### src/rtl/uart_cfg_pkg.sv
// Shared types and constants for the UART configuration register file.
package uart_cfg_pkg;

    typedef enum logic [1:0] {
        ST_IDLE = 2'd0,
        ST_DATA = 2'd1,
        ST_CSUM = 2'd2,
        ST_RESP = 2'd3
    } state_t;

    localparam logic       OP_WRITE = 1'b0;
    localparam logic       OP_READ  = 1'b1;
    localparam logic [7:0] ACK      = 8'h06;
    localparam logic [7:0] NAK      = 8'h15;
    localparam int         ADDR_W   = 7;

endpackage

### src/rtl/uart_cfg_timeout.sv
// Inter-byte idle timer: down-counter reloaded on clr, held when disabled,
// pulses expired on the terminal count.
module uart_cfg_timeout #(
    parameter int TIMEOUT_CYCLES = 1024
) (
    input  logic clk,
    input  logic rst,
    input  logic en,
    input  logic clr,
    output logic expired
);

    localparam int            CW      = $clog2(TIMEOUT_CYCLES);
    localparam logic [CW-1:0] TC_LOAD = CW'(TIMEOUT_CYCLES - 1);

    logic [CW-1:0] cnt;

    assign expired = en && !clr && (cnt == '0);

    always_ff @(posedge clk) begin
        if (rst) begin
            cnt <= TC_LOAD;
        end else if (clr || expired) begin
            cnt <= TC_LOAD;
        end else if (en) begin
            cnt <= cnt - 1'b1;
        end
    end

endmodule

### src/rtl/uart_cfg_regfile.sv
// Framed UART command decoder with checksum, holding NUM_REGS config registers
// and answering each frame with ACK/NAK or read-back data.
//
// state | meaning
// IDLE  | waiting for header byte
// DATA  | collecting write payload bytes, LSB first
// CSUM  | waiting for frame checksum byte
// RESP  | sending ACK/NAK or read data + checksum; rx back-pressured
module uart_cfg_regfile
    import uart_cfg_pkg::*;
#(
    parameter int NUM_REGS       = 4,
    parameter int REG_WIDTH      = 16,
    parameter int TIMEOUT_CYCLES = 1024
) (
    input  logic                          clk,
    input  logic                          rst,
    input  logic [7:0]                    rx_tdata,
    input  logic                          rx_tvalid,
    output logic                          rx_tready,
    output logic [7:0]                    tx_tdata,
    output logic                          tx_tvalid,
    input  logic                          tx_tready,
    output logic [NUM_REGS*REG_WIDTH-1:0] cfg_regs,
    output logic [NUM_REGS-1:0]           cfg_wr_stb,
    output logic [7:0]                    err_count
);

    localparam int              NB         = REG_WIDTH / 8;
    localparam logic [2:0]      NB_L       = 3'(NB);
    localparam logic [2:0]      NB_M1      = 3'(NB - 1);
    localparam logic [ADDR_W:0] NUM_REGS_L = (ADDR_W + 1)'(NUM_REGS);

    state_t                state, state_next;
    logic                  hdr_op;
    logic [ADDR_W-1:0]     hdr_addr;
    logic [2:0]            byte_cnt;
    logic [REG_WIDTH-1:0]  data_buf;
    logic [7:0]            csum_acc;
    logic [REG_WIDTH-1:0]  regs [NUM_REGS];
    logic [REG_WIDTH-1:0]  rd_word;
    logic [7:0]            rd_csum;
    logic [REG_WIDTH-1:0]  tx_shift;
    logic [7:0]            tx_csum;
    logic [2:0]            tx_left;
    logic                  rx_hs, tx_hs, csum_hs, frame_ok, err_evt, expired, tmo_en;

    assign rx_tready = !rst && (state != ST_RESP);
    assign rx_hs     = rx_tvalid && rx_tready;
    assign tx_hs     = tx_tvalid && tx_tready;
    assign csum_hs   = (state == ST_CSUM) && rx_hs;
    assign frame_ok  = ({1'b0, hdr_addr} < NUM_REGS_L) && ((csum_acc ^ rx_tdata) == 8'h00);
    assign err_evt   = (csum_hs && !frame_ok) || expired;
    assign tmo_en    = (state == ST_DATA) || (state == ST_CSUM);

    uart_cfg_timeout #(.TIMEOUT_CYCLES(TIMEOUT_CYCLES)) u_timeout (
        .clk     (clk),
        .rst     (rst),
        .en      (tmo_en),
        .clr     (rx_hs),
        .expired (expired)
    );

    for (genvar g = 0; g < NUM_REGS; g++) begin : g_flat
        assign cfg_regs[g*REG_WIDTH +: REG_WIDTH] = regs[g];
    end

    always_comb begin
        rd_word = '0;
        for (int i = 0; i < NUM_REGS; i++) begin
            if (hdr_addr == ADDR_W'(i)) rd_word = regs[i];
        end
        rd_csum = 8'h00;
        for (int i = 0; i < NB; i++) rd_csum = rd_csum ^ rd_word[i*8 +: 8];
    end

    always_comb begin
        state_next = state;
        case (state)
            ST_IDLE: if (rx_hs) state_next = rx_tdata[7] ? ST_CSUM : ST_DATA;
            ST_DATA: begin
                if (expired) state_next = ST_IDLE;
                else if (rx_hs && byte_cnt == NB_M1) state_next = ST_CSUM;
            end
            ST_CSUM: begin
                if (expired) state_next = ST_IDLE;
                else if (rx_hs) state_next = ST_RESP;
            end
            ST_RESP: if (tx_hs && tx_left == 3'd0) state_next = ST_IDLE;
            default: state_next = ST_IDLE;
        endcase
    end

    always_ff @(posedge clk) begin
        if (rst) state <= ST_IDLE;
        else     state <= state_next;
    end

    always_ff @(posedge clk) begin
        if (rst) begin
            hdr_op     <= OP_WRITE;
            hdr_addr   <= '0;
            byte_cnt   <= '0;
            data_buf   <= '0;
            csum_acc   <= '0;
            tx_shift   <= '0;
            tx_csum    <= '0;
            tx_left    <= '0;
            tx_tdata   <= '0;
            tx_tvalid  <= 1'b0;
            cfg_wr_stb <= '0;
            err_count  <= '0;
            for (int i = 0; i < NUM_REGS; i++) regs[i] <= '0;
        end else begin
            cfg_wr_stb <= '0;
            if (rx_hs) begin
                case (state)
                    ST_IDLE: begin
                        hdr_op   <= rx_tdata[7];
                        hdr_addr <= rx_tdata[ADDR_W-1:0];
                        csum_acc <= rx_tdata;
                        byte_cnt <= '0;
                    end
                    ST_DATA: begin
                        data_buf <= (data_buf >> 8) | (REG_WIDTH'(rx_tdata) << (REG_WIDTH - 8));
                        csum_acc <= csum_acc ^ rx_tdata;
                        byte_cnt <= byte_cnt + 1'b1;
                    end
                    default: ;
                endcase
            end
            if (csum_hs) begin
                tx_tvalid <= 1'b1;
                tx_left   <= '0;
                if (!frame_ok) begin
                    tx_tdata <= NAK;
                end else if (hdr_op == OP_WRITE) begin
                    for (int i = 0; i < NUM_REGS; i++) begin
                        if (hdr_addr == ADDR_W'(i)) begin
                            regs[i]       <= data_buf;
                            cfg_wr_stb[i] <= 1'b1;
                        end
                    end
                    tx_tdata <= ACK;
                end else begin
                    tx_tdata <= rd_word[7:0];
                    tx_shift <= rd_word >> 8;
                    tx_csum  <= rd_csum;
                    tx_left  <= NB_L;
                end
            end else if (tx_hs) begin
                if (tx_left == 3'd0) begin
                    tx_tvalid <= 1'b0;
                end else begin
                    // Last step of a read response sends the folded checksum.
                    if (tx_left == 3'd1) begin
                        tx_tdata <= tx_csum;
                    end else begin
                        tx_tdata <= tx_shift[7:0];
                        tx_shift <= tx_shift >> 8;
                    end
                    tx_left <= tx_left - 1'b1;
                end
            end
            if (err_evt && err_count != 8'hFF) err_count <= err_count + 1'b1;
        end
    end

endmodule

### config.mk
export PLATFORM = sky130hd
export DESIGN_NAME = uart_cfg_regfile
export DESIGN_NICKNAME = d
export VERILOG_FILES = /design/src/rtl/uart_cfg_pkg.sv /design/src/rtl/uart_cfg_timeout.sv /design/src/rtl/uart_cfg_regfile.sv
export SDC_FILE = /design/constraint.sdc
export NUM_CORES = 1
export LEC_CHECK = 0
export ABC_AREA = 0
export ABC_CLOCK_PERIOD_IN_PS = 3400
export BUFFER_PORTS_ARGS = -buffer_cell sky130_fd_sc_hd__buf_2
export CELL_PAD_IN_SITES_DETAIL_PLACEMENT = 1
export CELL_PAD_IN_SITES_GLOBAL_PLACEMENT = 2
export CORE_AREA = 2 2 141 143
export DETAILED_ROUTE_END_ITERATION = 10
export DIE_AREA = 0 0 143 145
export GPL_ROUTABILITY_DRIVEN = 0
export HOLD_SLACK_MARGIN = 0.06
export PLACE_DENSITY_LB_ADDON = 0.05
export SLEW_MARGIN = 20
export SYNTH_ARGS = -nofsm -noshare
export SYNTH_HDL_FRONTEND = slang
export SYNTH_SLANG_ARGS = --single-unit
### constraint.sdc
create_clock -name clk -period 3.4 [get_ports clk]
set_input_delay 0 -clock clk [delete_from_list [all_inputs] [get_ports clk]]
set_output_delay 0 -clock clk [all_outputs]
set_load 0.05 [all_outputs]
==> run summary <==
========================================================================================
Status                                                                         completed
Arrival time reported for the critical path endpoint                             3210 ps
Final nets                                                                           794
Fraction of layout instances using a drive strength above 1                        23.5%
Most used flip-flop cell after synthesis                                    sky130_fd_sc_hd__dfxtp_1
Async set-or-reset flop fraction in the synthesized netlist                           0%
Sink Count                                                                           151
Skew final                                                                       12.2 ps
Vias post-DR                                                                        5380
Total half-perimeter wirelength after legalization and detailed placement       14200 µm
Top-area cell type share of the netlist area                                       27.6%
Core Rows                                                                             51
WL per Instance                                                                  19.2 µm
Number of flops mapped to enable cells by yosys                                       64
Number of nets in the synthesized netlist                                            690
Number of maximum-capacitance violations                                               0
Post-synthesis sequential element count                                              151
Mapped Cells                                                                         667
Max Clk Rate                                                                   0.344 GHz
Dominant cell by count in the synthesized netlist                           sky130_fd_sc_hd__nand2_1
Number of nets with antenna violations after routing                                   0
Total congestion overflow                                                              0
Total wire length                                                               20200 µm
Number of buffers on the longest clock path                                            2
Filler Cell Count                                                                   2169
Crit share post-route                                                              85.5%
Leakage power total                                                              3.14 nW
PortBufs                                                                              97
Antenna diode instance count                                                           0
Final Critical Period                                                            2910 ps
Worst-path fanout max                                                                  8
Startpoint of the worst-slack reg-to-reg timing path                            state[0]
Syn Std Cell Area                                                               6950 µm²
Initial antenna violation count                                                        0
Number of pins with negative max-slew slack in the final report                        0
Library cell used as clock root buffer                                      sky130_fd_sc_hd__clkbuf_16
Gates resized, CTS repair                                                              0
Crit. Startpoint                                                                state[0]
Average cell area after synthesis                                               10.4 µm²
CTS H-Tree Depth                                                                       4
CTS buffer count                                                                      17
Hold violation total from the final report                                             0
Total Neg Setup Slack                                                               0 ps
Worst Path Class, Setup                                                          reg2reg
Min-Delay Startpoint                                                           rx_tvalid
Leading cell types by count after synthesis                                 89 x sky130_fd_sc_hd__nand2_1, 87 x sky130_fd_sc_hd__dfxtp_1, 68 x sky130_fd_sc_hd__and2_1
Pin count of the biggest net entering global routing                                  83
Synth area leader                                                           sky130_fd_sc_hd__edfxtp_1
Worst slew slack as a fraction of its limit                                        36.1%
Die Ht                                                                            145 µm
Starting density of the core                                                       36.2%
Gr usage total                                                                     20.0%
Drt pass-1 iters                                                                       5
Endpoint type of the worst setup path                                           register
Iteration-0 DRC Markers                                                              234
Clock slew at the register clock pins of the worst setup and hold paths            60 ps
Min-Delay Path Class                                                              in2reg
Total area of sequential cells                                                  3660 µm²
Worst Path Required                                                              3710 ps
Cells taking the most area after synthesis                                  sky130_fd_sc_hd__edfxtp_1 28%, sky130_fd_sc_hd__dfxtp_1 25%, sky130_fd_sc_hd__and2_1 6.1%
Setup-failing EPs final                                                                0
Max IR drop VDD                                                                 0.280 mV
Slew at the pin closest to its max-slew limit                                     950 ps
Die area                                                                       20700 µm²
Global-route wire length before repair                                          31800 µm
Top-level port count                                                                  98
Placed Area                                                                     7760 µm²
Number of global-route vias before repair                                           5515
Warnings from Yosys                                                                    0
Clock tree from TritonCTS                                                            yes
Register area share after synthesis                                                52.7%
Post-route DRC                                                                         0
Startpoint class of the critical path                                           register
Netlist cell types                                                                    49
Power density over cell area                                                  547 nW/µm²
Area of the multi-input gates                                                   3090 µm²
Layout-stage area growth over the synthesis result                                 21.3%
Total non-filler cell area in the finished layout                               8440 µm²
Core ar.                                                                       19200 µm²
Via-per-instance ratio                                                              5.13
Clock network latency to the later pin of the worst-skew pair                     420 ps
Horiz. Die Dim                                                                    143 µm
Unrepaired setup endpoints after global routing                                    false
========================================================================================
final timing paths:
path                   to  depth (start not counted)  slack (ps)
min reg2reg   tx_tdata[2]                          2         460
max reg2reg  err_count[4]                          6         490
max          err_count[4]                          6         490
min              state[0]                          5         130
state kept, by name, indices dropped and copies added (netlist names):
name / flops
tx_tdata: 8
tx_tvalid: 1
tx_csum: 8
byte_cnt: 3
state: 2
hdr_addr: 7
regs: 64
cfg_wr_stb: 4
err_count: 8
tx_left: 3
u_timeout.cnt: 10
tx_shift: 8
hdr_op: 1
data_buf: 16
csum_acc: 8
per-stage QoR:
stage / utilization [%] / hold WS (ps) / power [mW] / setup slack [ps] / instances
2_1_floorplan: - / 132 / 2.55 / 785 / 667
3_3_place_gp: 40.4 / 301 / 2.75 / 679 / 1008
3_5_place_dp: 40.4 / 309 / 2.77 / 571 / 1008
4_1_cts: 43.9 / 119 / 4.67 / 544 / 1049
5_1_grt: 43.9 / 174 / 4.81 / 332 / 1049
6_report: 43.9 / 128 / 4.62 / 495 / 1049
worst max-delay path, cell delays in order (launching register included):
cell and delay (ps):
sky130_fd_sc_hd__dfxtp_1 390, sky130_fd_sc_hd__inv_1 80, sky130_fd_sc_hd__ha_1 390, sky130_fd_sc_hd__or4bb_1 590
sky130_fd_sc_hd__nor4_1 800, sky130_fd_sc_hd__o211ai_1 220, sky130_fd_sc_hd__mux2_2 310
layer usage:
| metal | routed length (µm) | GRT usage (%) | share of wire (%) | vias to the layer above |
|---|---|---|---|---|
| li1 | - | - | - | 2583 |
| met1 | 9430 | 27.6 | 47 | 2690 |
| met2 | 9760 | 32.2 | 48 | 88 |
| met3 | 701 | 4.19 | 3.5 | 19 |
| met4 | 273 | 4.85 | 1.4 | 0 |
| met5 | 0 | 0 | 0 | - |
power breakdown:
group	internal (mW)	switching (mW)	total, mW
Clock	1.04	0.847	1.88
Combinational	0.226	0.476	0.702
Sequential	1.96	0.0762	2.03
final cells by class:
type                       count  share of cell area (%)
inverter                      13                   0.578
clock buffer                  17                    5.04
sequential                   151                    43.4
clock inverter                15                    1.94
tap                          265                    3.93
multi-input combinational    465                    36.6
timing repair buffer         123                    8.48
cells by family (layout without fill, tap and decap cells):
| kind of cell | after synthesis | in the layout | synth area share [%] |
|---|---|---|---|
| simple gates | 290 | 290 | 22.5 |
| flops | 151 | 151 | 52.7 |
| compound gates | 110 | 110 | 9.30 |
| buf+inv | 51 | 168 | 3.24 |
| mux | 29 | 29 | 7.12 |
| xor+xnor | 25 | 25 | 3.15 |
| fa+ha+maj | 11 | 11 | 1.98 |
cells in the final DEF, fill, tap and decap left out, drive strengths merged, types with 4 or more instances in the layout:
master	instances
dfxtp	87
edfxtp	64
nand3	36
and2	68
nor3	15
clkinv	5
dlygate4sd3	9
mux4	16
clkbuf	17
buf	114
o211ai	6
nor2b	6
mux2	4
and3	5
nand2b	5
ha	11
xnor2	17
nor4	10
nor2	34
or2	6
xor2	8
or4	7
inv	19
o21ai	15
mux2i	9
a21oi	55
nand2	89
a31oi	16
timing repair:
item | in CTS | in global routing
hold endpoints to repair | 25 | 0
hold buffers | 9 | 0
endpoints found under the setup margin | 0 | 0
buffers inserted | 0 | 0
No activity file was read; power rests on OpenSTA's default activity.
